## src/rtl/stride_detector_if.sv

```systemverilog
// Observation and stride-result bundle between the AR-channel snooper and stride_detector.
interface stride_detector_if #(
    parameter int unsigned ADDR_BITS = 64,
    parameter int unsigned TID_WIDTH = 4,
    parameter int unsigned CONF_BITS = 2
);
    logic                 obs_valid;
    logic [ADDR_BITS-1:0] obs_addr;
    logic [TID_WIDTH-1:0] obs_id;

    logic                 stride_valid;
    logic [ADDR_BITS-1:0] stride;
    logic [ADDR_BITS-1:0] pred_addr;
    logic [TID_WIDTH-1:0] track_id;
    logic [CONF_BITS-1:0] conf;

    // Observer side: presents completed AR handshakes, consumes the prediction.
    modport master (
        output obs_valid, obs_addr, obs_id,
        input  stride_valid, stride, pred_addr, track_id, conf
    );

    // Detector side.
    modport slave (
        input  obs_valid, obs_addr, obs_id,
        output stride_valid, stride, pred_addr, track_id, conf
    );
endinterface

```

## src/rtl/stride_detector.sv

```systemverilog
// Trains on one AXI read ID's address stream and locks onto a constant stride.
// Define STRIDE_NEG_STRIDE_EN to accept negative (descending) strides.
module stride_detector #(
    parameter int unsigned ADDR_BITS   = 64,
    parameter int unsigned TID_WIDTH   = 4,
    parameter int unsigned CONF_BITS   = 2,
    parameter int unsigned CONF_THRESH = 2
) (
    input  logic             clk,
    input  logic             resetN,
    input  logic             en,
    input  logic             flush,
    stride_detector_if.slave bus
);

`ifdef STRIDE_NEG_STRIDE_EN
    localparam bit NEG_OK = 1'b1;
`else
    localparam bit NEG_OK = 1'b0;
`endif

    localparam logic [CONF_BITS-1:0] CONF_MAX  = '1;
    localparam logic [CONF_BITS-1:0] CONF_LOCK = CONF_BITS'(CONF_THRESH);

    typedef enum logic [1:0] {
        IDLE   = 2'd0,
        FIRST  = 2'd1,
        TRAIN  = 2'd2,
        LOCKED = 2'd3
    } state_t;

    state_t               state_q, state_d;
    logic [ADDR_BITS-1:0] last_q, last_d;
    logic [ADDR_BITS-1:0] stride_q, stride_d;
    logic [ADDR_BITS-1:0] pred_q, pred_d;
    logic [TID_WIDTH-1:0] tid_q, tid_d;
    logic [CONF_BITS-1:0] conf_q, conf_d;
    logic                 valid_q, valid_d;

    logic [ADDR_BITS-1:0] delta;
    logic                 delta_ok;
    logic                 stride_hit;
    logic [CONF_BITS-1:0] conf_inc;

    // Next-state and next-output decode for one observation per cycle.
    always_comb begin
        state_d    = state_q;
        last_d     = last_q;
        stride_d   = stride_q;
        tid_d      = tid_q;
        conf_d     = conf_q;
        delta      = bus.obs_addr - last_q;
        delta_ok   = (delta != '0) && (NEG_OK || !delta[ADDR_BITS-1]);
        stride_hit = (delta == stride_q);
        conf_inc   = conf_q + CONF_BITS'(1);

        if (flush) begin
            state_d  = IDLE;
            last_d   = '0;
            stride_d = '0;
            tid_d    = '0;
            conf_d   = '0;
        end else if (en && bus.obs_valid) begin
            if (state_q == IDLE) begin
                state_d  = FIRST;
                last_d   = bus.obs_addr;
                tid_d    = bus.obs_id;
                stride_d = '0;
                conf_d   = '0;
            end else if (bus.obs_id == tid_q) begin
                last_d = bus.obs_addr;
                case (state_q)
                    FIRST: begin
                        if (delta_ok) begin
                            state_d  = TRAIN;
                            stride_d = delta;
                            conf_d   = '0;
                        end
                    end
                    TRAIN: begin
                        if (stride_hit) begin
                            conf_d = conf_inc;
                            if (conf_inc >= CONF_LOCK) begin
                                state_d = LOCKED;
                            end
                        end else if (delta_ok) begin
                            stride_d = delta;
                            conf_d   = '0;
                        end else begin
                            // Training restarts from the new address with no stride.
                            state_d  = FIRST;
                            stride_d = '0;
                            conf_d   = '0;
                        end
                    end
                    LOCKED: begin
                        if (stride_hit) begin
                            if (conf_q != CONF_MAX) begin
                                conf_d = conf_inc;
                            end
                        end else if (conf_q != '0) begin
                            conf_d = conf_q - CONF_BITS'(1);
                        end else if (delta_ok) begin
                            state_d  = TRAIN;
                            stride_d = delta;
                            conf_d   = '0;
                        end else begin
                            state_d  = FIRST;
                            stride_d = '0;
                            conf_d   = '0;
                        end
                    end
                    default: begin
                        state_d = IDLE;
                    end
                endcase
            end
        end

        pred_d  = last_d + stride_d;
        valid_d = (state_d == LOCKED);
    end

    // State and registered-output flops.
    always_ff @(posedge clk or negedge resetN) begin
        if (!resetN) begin
            state_q  <= IDLE;
            last_q   <= '0;
            stride_q <= '0;
            pred_q   <= '0;
            tid_q    <= '0;
            conf_q   <= '0;
            valid_q  <= 1'b0;
        end else begin
            state_q  <= state_d;
            last_q   <= last_d;
            stride_q <= stride_d;
            pred_q   <= pred_d;
            tid_q    <= tid_d;
            conf_q   <= conf_d;
            valid_q  <= valid_d;
        end
    end

    assign bus.stride_valid = valid_q;
    assign bus.stride       = stride_q;
    assign bus.pred_addr    = pred_q;
    assign bus.track_id     = tid_q;
    assign bus.conf         = conf_q;

endmodule

```

## src/flat_wrapper.sv

```systemverilog
// flat-port wrapper written by rule: the top's interface ports become plain ports
module stride_detector_flat 
#(
    parameter int unsigned ADDR_BITS   = 64,
    parameter int unsigned TID_WIDTH   = 4,
    parameter int unsigned CONF_BITS   = 2,
    parameter int unsigned CONF_THRESH = 2
)
  (clk, resetN, en, flush, bus_obs_valid, bus_obs_addr, bus_obs_id, bus_stride_valid, bus_stride, bus_pred_addr, bus_track_id, bus_conf);
  stride_detector_if #(.ADDR_BITS(ADDR_BITS), .TID_WIDTH(TID_WIDTH), .CONF_BITS(CONF_BITS)) bus_i ();
  input  logic clk;
  input  logic resetN;
  input  logic en;
  input  logic flush;
  input wire logic [$bits(bus_i.obs_valid)-1:0] bus_obs_valid;
  input wire logic [$bits(bus_i.obs_addr)-1:0] bus_obs_addr;
  input wire logic [$bits(bus_i.obs_id)-1:0] bus_obs_id;
  output wire logic [$bits(bus_i.stride_valid)-1:0] bus_stride_valid;
  output wire logic [$bits(bus_i.stride)-1:0] bus_stride;
  output wire logic [$bits(bus_i.pred_addr)-1:0] bus_pred_addr;
  output wire logic [$bits(bus_i.track_id)-1:0] bus_track_id;
  output wire logic [$bits(bus_i.conf)-1:0] bus_conf;
  assign bus_i.obs_valid = bus_obs_valid;
  assign bus_i.obs_addr = bus_obs_addr;
  assign bus_i.obs_id = bus_obs_id;
  assign bus_stride_valid = bus_i.stride_valid;
  assign bus_stride = bus_i.stride;
  assign bus_pred_addr = bus_i.pred_addr;
  assign bus_track_id = bus_i.track_id;
  assign bus_conf = bus_i.conf;
  stride_detector #(.ADDR_BITS(ADDR_BITS), .TID_WIDTH(TID_WIDTH), .CONF_BITS(CONF_BITS), .CONF_THRESH(CONF_THRESH)) u_core (.clk(clk), .resetN(resetN), .en(en), .flush(flush), .bus(bus_i));
endmodule
```

## config.mk

```make
export PLATFORM = sky130hd
export DESIGN_NAME = stride_detector_flat
export DESIGN_NICKNAME = d
export VERILOG_FILES = /design/src/rtl/stride_detector_if.sv /design/src/rtl/stride_detector.sv /design/src/flat_wrapper.sv
export SDC_FILE = /design/constraint.sdc
export NUM_CORES = 1
export LEC_CHECK = 0
export ABC_CLOCK_PERIOD_IN_PS = 8660
export BUFFER_PORTS_ARGS = -buffer_cell sky130_fd_sc_hd__buf_2
export CAP_MARGIN = 5
export CORE_ASPECT_RATIO = 0.7
export CORE_MARGIN = 2
export CORE_UTILIZATION = 35
export CTS_CLUSTER_SIZE = 40
export DETAILED_ROUTE_END_ITERATION = 10
export HOLD_SLACK_MARGIN = 0.12
export PLACE_DENSITY = 0.51
export SLEW_MARGIN = 0
export SYNTH_ARGS = -nofsm -noshare
export SYNTH_HDL_FRONTEND = slang
export SYNTH_SLANG_ARGS = --single-unit
```

## constraint.sdc

```tcl
create_clock -name clk -period 8.66 [get_ports clk]
set_input_delay 2.598 -clock clk [delete_from_list [all_inputs] [get_ports clk]]
set_output_delay 2.598 -clock clk [all_outputs]
set_load 0.05 [all_outputs]
```

==> results of run 1 <==
==> synthesized netlist by cell type, drive strengths merged, types with 9 or more instances <==
cell type	instances	share of area, %
nor3b	9	0.37
o31ai	10	0.44
o311ai	9	0.53
clkbuf	57	1.2
o2bb2ai	19	1.2
nor4	27	1.0
nor2b	19	0.65
or3	18	0.62
nand3	51	1.4
and2	22	0.76
ha	130	8.9
a22o	40	1.9
nand2	251	5.2
and4	13	0.63
xnor3	10	1.2
a221oi	12	0.65
a2111oi	10	0.52
and3	28	0.99
a31oi	20	0.77
o21bai	10	0.41
nand4	62	2.2
inv	108	2.2
buf	50	1.7
mux2i	19	1.0
a21oi	229	6.5
o21ai	110	3.1
a21o	78	3.2
o21a	27	1.1
o211ai	29	1.2
nand2b	26	0.89
nor3	56	1.6
a21boi	9	0.37
xnor2	77	3.7
dfrtp	201	28
a211o	9	0.43
xor2	44	2.1
nor2	120	2.5
a211oi	31	1.4
==> flip-flops by register name, indices dropped and copies added, names as in the netlist <==
| name | count |
|---|---|
| u_core.bus.stride_valid | 1 |
| u_core.state_q | 2 |
| u_core.bus.track_id | 4 |
| u_core.bus.conf | 2 |
| u_core.bus.pred_addr | 64 |
| u_core.last_q | 64 |
| u_core.bus.stride | 64 |
==> worst paths after layout <==
path                       cells past startpoint         startpoint                       end
min in group asynchronous                      1             resetN          u_core.last_q[8]
max in group asynchronous                      2             resetN     u_core.bus.stride[63]
min                                            2  u_core.last_q[24]         u_core.last_q[24]
max                                           39    bus_obs_addr[0]  u_core.bus.pred_addr[63]
max reg2reg                                   37   u_core.last_q[0]  u_core.bus.pred_addr[63]
min reg2reg                                    2  u_core.last_q[24]         u_core.last_q[24]
==> worst register-to-register path: cells and delay by family (launching register included) <==
kind,cells,cell delay (ps)
multiplexers,1,320
flip-flops,1,420
AND/OR/NAND/NOR,8,1870
buffers and inverters,6,1040
AO/OA/AOI/OAI,19,3860
adder cells (fa/ha/maj),3,830
==> metrics by stage <==
step,util (%),setup slack (ps),std cells
floorplan,-,-808,2196
global placement,50.9,-3510,3786
detailed placement,50.9,-3470,3786
CTS,54.1,-1390,3854
global route,55.6,-1600,3883
finish,55.6,-1490,3883
==> power by group through the flow <==
stage	combinational, uW	clock (uW)	sequential, uW
2_1_floorplan	591	0	1050
3_3_place_gp	1400	0	998
3_5_place_dp	1400	0	999
4_1_cts	1460	966	982
5_1_grt	1620	996	985
6_report	1530	938	982
==> what timing repair did <==
action | in CTS | in global routing
setup endpoints to repair | 64 | 57
resized for setup | 150 | 119
cloned | 1 | 0
buffers inserted | 33 | 31
pin swaps | 78 | 92
==> area by class of cell <==
cell class,count,area [sq um]
tap,674,843
fill,4791,22600
sequential,201,5030
clock inverter,1,5.00
inverter,108,418
multi-input combinational,1780,13600
clock buffer,35,661
timing repair buffer,1084,7850
==> kinds of logic (layout without fill, tap and decap cells) <==
| kind of cell | count (synthesis) | after routing | share of synthesized area, % |
|---|---|---|---|
| compound gates | 756 | 756 | 29.1 |
| simple gates | 736 | 736 | 20.4 |
| buf+inv | 215 | 1228 | 5.10 |
| flops | 201 | 201 | 27.6 |
| xor+xnor | 134 | 134 | 7.45 |
| fa+ha+maj | 132 | 132 | 9.15 |
| mux | 22 | 22 | 1.23 |
==> layer usage <==
layer  GRT usage [%]  part of all wire [%]
met5               0                     0
met4            5.32                   1.9
met3            7.74                   9.4
met2            45.1                    39
met1            51.1                    49
==> cell usage in the layout, fill, tap and decap left out, drive strengths merged, types with 56 or more instances in the layout <==
cell   instances
inv          108
xnor2         77
nor3          56
nand4         62
o21ai        110
nand2        251
a21oi        229
buf         1084
nor2         120
ha           130
a21o          78
dfrtp        201
==> flow_summary_export.csv, run 1 <==
group,metric,value,unit
clock_tree,clock_sinks,201,
clock_tree,clkLatencyLatePin,550,ps
synthesis,syn_area,18200,sq um
grt,grt_pass1_vias,21200,
clock_tree,cts_buffers,23,
finish,diodes,0,
timing,period_minus_slack,10150,ps
floorplan,placement_rows,69,
setup_path,crit_path_end_kind,"flop",
finish,syn_to_final_growth,56.0,%
synthesis,ys_ff_latch,201,
grt,grt_overflow,0,
routing,finalWirelength,90700,um
floorplan,start_util,35.7,%
floorplan,die-height,195,um
setup_path,slowest_delay,570,ps
outcome,violations,"setup timing",
placement,place_hpwl,74500,um
placement,gp_congestion,1.03,
power_and_ir_drop,p_sw_share,37.7,%
routing,first_iter_violations,2128,
floorplan,die_area,53900,sq um
clock_tree,ctsRootBufferMaster,"clkbuf_16",
synthesis,synthCells,2196,
grt,grt_first_pass_wirelength,134000,um
clock_tree,holdBufCountCts,0,
finish,final_area,28400,sq um
setup_path,critical_path.slowest_cell,"or4_4",
finish,final_nets,3403,
synthesis,synth.avg_cell_area,8.29,sq um
hold_path,hold_class,"reg -> reg",
timing,finClkSkew,15.0,ps
floorplan,die_w,277,um
floorplan,core_area,51000,sq um
timing,period_share,117,%
synthesis,synth_edf_count,0,
power_and_ir_drop,finalPower,3450,uW
flow_run,maxCapViolations,0,
routing,wl_per_cell,23.3,um
placement,port_buffers,207,
timing,whs,554,ps
timing,fmax,98.6,MHz
power_and_ir_drop,power.switching,1300,uW
timing,max_slew_margin,34.5,%
synthesis,synth-main-ff-cell,"dfrtp_1",
setup_path,crit_family,"compound AO/OA/AOI/OAI gates",
timing,slew_viol_final,0,
synthesis,seq_area_frac_synth,27.6,%
clock_tree,clockBufferDepth,3,
placement,placed_area,26000,sq um
power_and_ir_drop,seqPwrFrac,28.5,%
power_and_ir_drop,p_clk_share,27.2,%
setup_path,start_kind,"input port",
floorplan,pin_count,208,
setup_path,cp.buffers_inverters,8,
routing,dr.pass1.iters,5,
setup_path,crit_top_cell,"buf_4",
timing,fin_ws,-1490,ps
routing,drc_errors,0,
finish,drive_above_1_share,42.8,%
outcome,status,"finished, violations left",
routing,ant_nets,0,
timing,finalSetupViolations,47,
power_and_ir_drop,p_leak,0.0139,uW
setup_path,cp_data_required_time,9120,ps
grt,grt_max_degree,108,
setup_path,reg2reg_slack,230,ps
timing,worst_slew_pin_slew,982,ps
timing,hold_viol,0,
routing,vias,22000,
setup_path,crit_fanout,8,
power_and_ir_drop,comb_power_share,44.3,%
timing,rsz0062_at_grt,"true",
grt,antenna_found_initial,1,
power_and_ir_drop,power_density,121,nW/um^2
timing,tns,-36800,ps
clock_tree,cts.clk_slew.worst_paths,60,ps
power_and_ir_drop,p_int,2150,uW
synthesis,synth-async-reset-ratio,100,%
synthesis,syn_nets,2401,
synthesis,synth_cell_types,101,
setup_path,arrival,10610,ps
power_and_ir_drop,ir_worst_vdd,113,uV
clock_tree,cts_htree_levels,1,
grt,grt.total_usage,32.7,%
routing,routed_via_density,5.65,
setup_path,path_class,"in -> reg",
synthesis,synth_warnings,0,
clock_tree,cts_tree,"built",
Power figures use the tool's default switching activity.
==> run 2, diff against run 1 <==
--- a/config.mk
+++ b/config.mk
@@ -13,8 +13,9 @@
 export CORE_UTILIZATION = 35
 export CTS_CLUSTER_SIZE = 40
 export DETAILED_ROUTE_END_ITERATION = 10
-export HOLD_SLACK_MARGIN = 0.12
+export HOLD_SLACK_MARGIN = 0.05
 export PLACE_DENSITY = 0.51
+export SKIP_CTS_REPAIR_TIMING = 1
 export SLEW_MARGIN = 0
 export SYNTH_ARGS = -nofsm -noshare
 export SYNTH_HDL_FRONTEND = slang
==> run 2 against run 1 <==
Compared with the run above:
- the run still ends with setup timing left
- setup slack improved by 46 ps
- final cell count decreased by 0.49%
- core utilization decreased by 0.071 points
- critical path depth increased by 1
- largest power group unchanged
- routed wire length about the same
- first-iteration DRC count decreased by 5.1%
- critical endpoint unchanged
- register-to-register slack improved by 90 ps
- maximum frequency increased by 0.46%
- flip-flop and latch count unchanged
- total power increased by 0.26%
- clock power about the same
- highest routed layer unchanged
- die area unchanged
==> flow_summary_export.csv, run 2 (same netlist as run 1, synthesis figures left out) <==
group,metric,value,unit
timing,fmax,99.0,MHz
power_and_ir_drop,comb_power_share,44.4,%
routing,first_iter_violations,2020,
routing,dr.pass1.iters,5,
setup_path,crit_family,"compound AO/OA/AOI/OAI gates",
routing,vias,21800,
power_and_ir_drop,seqPwrFrac,28.4,%
clock_tree,clkLatencyLatePin,550,ps
power_and_ir_drop,p_leak,0.0139,uW
finish,stdcell_count,3864,
routing,finalWirelength,90600,um
timing,period_minus_slack,10100,ps
floorplan,die_w,277,um
routing,drc_errors,0,
grt,grt_overflow,0,
power_and_ir_drop,p_int,2150,uW
hold_path,hold_class,"reg -> reg",
setup_path,cp_data_required_time,9130,ps
flow_run,maxCapViolations,0,
timing,rsz0062_at_grt,"true",
grt,use_met1,50.7,%
clock_tree,cts_htree_levels,1,
clock_tree,cts_buffers,23,
timing,fin_ws,-1440,ps
finish,final_nets,3384,
grt,grt_first_pass_wirelength,132000,um
grt,use_met2,43.9,%
timing,finClkSkew,16.4,ps
placement,gp_congestion,1.03,
outcome,violations,"setup timing",
setup_path,critical_path.slowest_cell,"xnor2_1",
timing,period_share,117,%
floorplan,start_util,35.7,%
timing,finalSetupViolations,47,
power_and_ir_drop,p_clk_share,27.2,%
setup_path,path_class,"in -> reg",
setup_path,arrival,10570,ps
grt,grt_max_degree,108,
timing,slew_viol_final,0,
setup_path,reg2reg_slack,320,ps
finish,diodes,0,
placement,port_buffers,207,
floorplan,pin_count,208,
power_and_ir_drop,p_sw_share,37.8,%
outcome,status,"finished, violations left",
power_and_ir_drop,power.switching,1310,uW
setup_path,start_kind,"input port",
floorplan,core_area,51000,sq um
finish,drive_above_1_share,42.6,%
routing,wl_per_cell,23.5,um
clock_tree,cts_tree,"built",
timing,hold_viol,0,
timing,worst_slew_pin_slew,1150,ps
grt,antenna_found_initial,1,
floorplan,placement_rows,69,
finish,final_cell_mix,"835 x buf_4, 245 x nand2_1, 205 x buf_2, 201 x dfrtp_1, 185 x a21oi_1",
clock_tree,clock_sinks,201,
placement,place_hpwl,74500,um
setup_path,crit_path_end_kind,"flop",
floorplan,die-height,195,um
setup_path,crit_top_cell,"buf_4",
setup_path,cp.buffers_inverters,13,
clock_tree,ctsRootBufferMaster,"clkbuf_16",
clock_tree,cts.clk_slew.worst_paths,60,ps
timing,max_slew_margin,23.0,%
finish,final_common_cell,"buf_4",
finish,syn_to_final_growth,55.8,%
grt,gr-usage-met3,7.50,%
placement,dpl.cell_count,3786,
grt,grt_busiest_layer,"met1",
grt,grt.total_usage,32.1,%
placement,pre_cts_slack,-3470,ps
setup_path,slowest_delay,530,ps
routing,routed_via_density,5.65,
setup_path,crit_fanout,9,
timing,whs,554,ps
clock_tree,clockBufferDepth,3,
grt,grt_pass1_vias,20800,
floorplan,die_area,53900,sq um
power_and_ir_drop,ir_worst_vdd,112,uV
power_and_ir_drop,finalPower,3460,uW
routing,ant_nets,0,
power_and_ir_drop,power_density,122,nW/um^2
## run 2: cell count changes in the layout (fill, tap and decap cells not counted), moves of 4 or more
cell / before / now
o21ai_2: 8 / 12
nand2_1: 241 / 245
buf_6: 26 / 14
nand2_2: 9 / 5
o21ai_1: 31 / 26
a21oi_2: 42 / 37
a22o_1: 37 / 33
buf_4: 842 / 835
a22o_4: 3 / 7
## run 2: tightest hold or removal path, cell delays in order, from the launching register on
cell	delay (ps)
dfrtp_1	380
nand2_1	60
a21oi_1	70
## run 2: final timing paths
path,from,end,depth (start not counted)
min,u_core.last_q[45],u_core.last_q[45],2
max,bus_obs_addr[23],u_core.bus.pred_addr[63],40
min reg2reg,u_core.last_q[45],u_core.last_q[45],2
min in group asynchronous,resetN,u_core.last_q[8],1
max in group asynchronous,resetN,u_core.bus.stride[63],2
max reg2reg,u_core.last_q[7],u_core.bus.pred_addr[63],35
## run 2: layout make-up
cell class	instances	area, sq um
Timing Repair Buffer	1065	7670
Fill cell	4780	22700
Sequential cell	201	5030
Tap cell	674	843
Multi-Input combinational cell	1780	13700
Inverter	108	418
Clock buffer	35	661
Clock inverter	1	5.00
## run 2: layer usage
| layer | up-vias | wire length, um | part of all wire, % |
|---|---|---|---|
| li1 | 10200 | - | - |
| met4 | 0 | 1480 | 1.6 |
| met2 | 889 | 35700 | 39 |
| met3 | 75 | 8400 | 9.3 |
| met1 | 10700 | 45000 | 50 |
| met5 | - | 0 | 0 |
## run 2: power groups by stage
| stage | combinational, uW | sequential [uW] | clock [uW] |
|---|---|---|---|
| 3_3_place_gp | 1400 | 998 | 0 |
| 4_1_cts | 1410 | 982 | 966 |
| 5_1_grt | 1620 | 985 | 996 |
| 6_report | 1530 | 982 | 941 |
| 2_1_floorplan | 591 | 1050 | 0 |
| 3_5_place_dp | 1400 | 999 | 0 |
## run 2: through the flow
stage | setup TNS (ps) | instance area (sq um) | utilization, %
6_report | -34270 | 28400 | 55.6
5_1_grt | -44280 | 28400 | 55.6
4_1_cts | -107630 | 26600 | 52.2
3_5_place_dp | -147640 | 26000 | 50.9
3_3_place_gp | -159210 | 26000 | 50.9
2_1_floorplan | -8720 | 18400 | -
==> run 3, diff against run 2 <==
--- a/config.mk
+++ b/config.mk
@@ -5,7 +5,7 @@
 export SDC_FILE = /design/constraint.sdc
 export NUM_CORES = 1
 export LEC_CHECK = 0
-export ABC_CLOCK_PERIOD_IN_PS = 8660
+export ABC_CLOCK_PERIOD_IN_PS = 11900
 export BUFFER_PORTS_ARGS = -buffer_cell sky130_fd_sc_hd__buf_2
 export CAP_MARGIN = 5
 export CORE_ASPECT_RATIO = 0.7
@@ -14,7 +14,7 @@
 export CTS_CLUSTER_SIZE = 40
 export DETAILED_ROUTE_END_ITERATION = 10
 export HOLD_SLACK_MARGIN = 0.05
-export PLACE_DENSITY = 0.51
+export PLACE_DENSITY = 0.53
 export SKIP_CTS_REPAIR_TIMING = 1
 export SLEW_MARGIN = 0
 export SYNTH_ARGS = -nofsm -noshare
==> constraint.sdc (replaced) <==
create_clock -name clk -period 11.9 [get_ports clk]
set_input_delay 3.57 -clock clk [delete_from_list [all_inputs] [get_ports clk]]
set_output_delay 3.57 -clock clk [all_outputs]
set_load 0.05 [all_outputs]
==> run 3 against run 2 <==
Compared with the run above:
- the run now ends clean
- core utilization decreased by 2.9 points
- sequential power down 27%
- total power down 26%
- largest cell class unchanged
- combinational power decreased by 31%
- setup slack better by 1700 ps
==> flow_summary_export.csv, run 3 (same netlist as run 1, synthesis figures left out) <==
group,metric,value,unit
outcome,status,"complete, no violations",
power_and_ir_drop,power_density,95.6,nW/um^2
floorplan,pin_count,208,
power_and_ir_drop,p_int,1630,uW
routing,first_iter_violations,2193,
floorplan,start_util,35.7,%
finish,final_area,26900,sq um
power_and_ir_drop,seqPwrFrac,27.8,%
clock_tree,clkLatencyLatePin,570,ps
routing,wl_per_cell,23.4,um
placement,port_buffers,207,
floorplan,die_area,53900,sq um
power_and_ir_drop,p_sw_share,36.5,%
clock_tree,cts_buffers,24,
power_and_ir_drop,p_leak,0.0134,uW
floorplan,die-height,195,um
routing,drc_errors,0,
setup_path,crit_fanout,22,
finish,final_common_cell,"buf_4",
setup_path,cp_data_required_time,12340,ps
hold_path,hold_class,"reg -> reg",
setup_path,arrival,12040,ps
clock_tree,cts.clk_slew.worst_paths,60,ps
timing,fin_ws,296,ps
finish,syn_to_final_growth,47.8,%
finish,final_util,52.7,%
placement,place_hpwl,74400,um
timing,fmax,86.2,MHz
setup_path,path_class,"in -> reg",
placement,gp_congestion,1.04,
placement,pre_cts_slack,-1220,ps
clock_tree,cts_tree,"built",
power_and_ir_drop,comb_power_share,41.3,%
floorplan,placement_rows,69,
clock_tree,cts_htree_levels,1,
setup_path,r2r_cells,42,
timing,finalSetupViolations,0,
clock_tree,clock_sinks,201,
floorplan,core_area,51000,sq um
timing,tns,0,ps
routing,ant_nets,0,
setup_path,critical_path.slowest_cell,"fa_2",
flow_run,maxCapViolations,0,
timing,finClkSkew,17.0,ps
finish,drive_above_1_share,37.6,%
grt,grt.total_usage,32.0,%
clock_tree,clockBufferDepth,3,
setup_path,start_kind,"input port",
timing,period_minus_slack,11600,ps
routing,vias,21600,
finish,final_nets,3315,
grt,grt_overflow,0,
hold_path,hold_depth,2,
setup_path,crit_top_cell,"buf_4",
routing,routed_via_density,5.68,
grt,antenna_found_initial,2,
grt,grt_pass1_vias,20600,
grt,grt_first_pass_wirelength,131000,um
setup_path,slowest_delay,440,ps
floorplan,die_w,277,um
placement,placed_area,25500,sq um
grt,grt_max_degree,72,
timing,max_slew_margin,36.2,%
clock_tree,ctsRootBufferMaster,"clkbuf_16",
routing,dr.pass1.iters,5,
routing,finalWirelength,88900,um
timing,hold_viol,0,
timing,worst_slew_pin_slew,958,ps
power_and_ir_drop,power.switching,939,uW
finish,final_cell_mix,"779 x buf_4, 248 x nand2_1, 206 x a21oi_1, 206 x buf_2, 201 x dfrtp_1",
setup_path,crit_path_end_kind,"flop",
timing,period_share,97.5,%
timing,slew_viol_final,0,
power_and_ir_drop,ir_worst_vdd,69.7,uV
power_and_ir_drop,p_clk_share,30.9,%
run 3: worst paths after layout:
path	startpoint	endpoint	slack, ps
max	bus_obs_addr[0]	u_core.bus.pred_addr[61]	300
min reg2reg	u_core.last_q[33]	u_core.last_q[33]	550
max reg2reg	u_core.last_q[2]	u_core.bus.pred_addr[61]	3030
max in group asynchronous	resetN	u_core.state_q[0]	7480
min in group asynchronous	resetN	u_core.bus.pred_addr[6]	2980
min	u_core.last_q[33]	u_core.last_q[33]	550
run 3: power groups by stage:
stage	Clock, uW	Combinational [uW]	Sequential (uW)
2_1_floorplan	0	425	765
3_3_place_gp	0	998	726
3_5_place_dp	0	999	726
4_1_cts	810	1010	714
5_1_grt	835	1130	716
6_report	795	1060	714
run 3: per-layer routing:
layer	track usage [%]	vias up	part of all wire (%)
met4	6.68	0	2.3
met3	7.72	110	10
li1	-	10100	-
met2	43.5	929	38
met5	0	-	0
met1	49.9	10500	49
run 3: cell type report:
class                      count  area [sq um]
clock buffer                  38           734
tap                          674           843
antenna                        2          5.00
inverter                     108           405
sequential                   201          5030
fill                        4898         24100
multi-input combinational   1780         12800
timing repair buffer         995          7040
clock inverter                 4          77.6
run 3: per-stage QoR:
stage | total power (uW) | cells | hold slack, ps
6_report | 2570 | 3802 | 547
4_1_cts | 2530 | 3788 | 548
2_1_floorplan | 1190 | 2196 | 525
3_3_place_gp | 1720 | 3746 | 536
5_1_grt | 2680 | 3800 | 574
3_5_place_dp | 1730 | 3746 | 540
run 3: critical path, delay by kind of cell:
| family | cells | cell delay [ps] |
|---|---|---|
| AND/OR/NAND/NOR | 13 | 2330 |
| AO/OA/AOI/OAI | 13 | 2800 |
| XOR/XNOR | 2 | 270 |
| adder cells (fa/ha/maj) | 3 | 880 |
| buffers and inverters | 14 | 2160 |
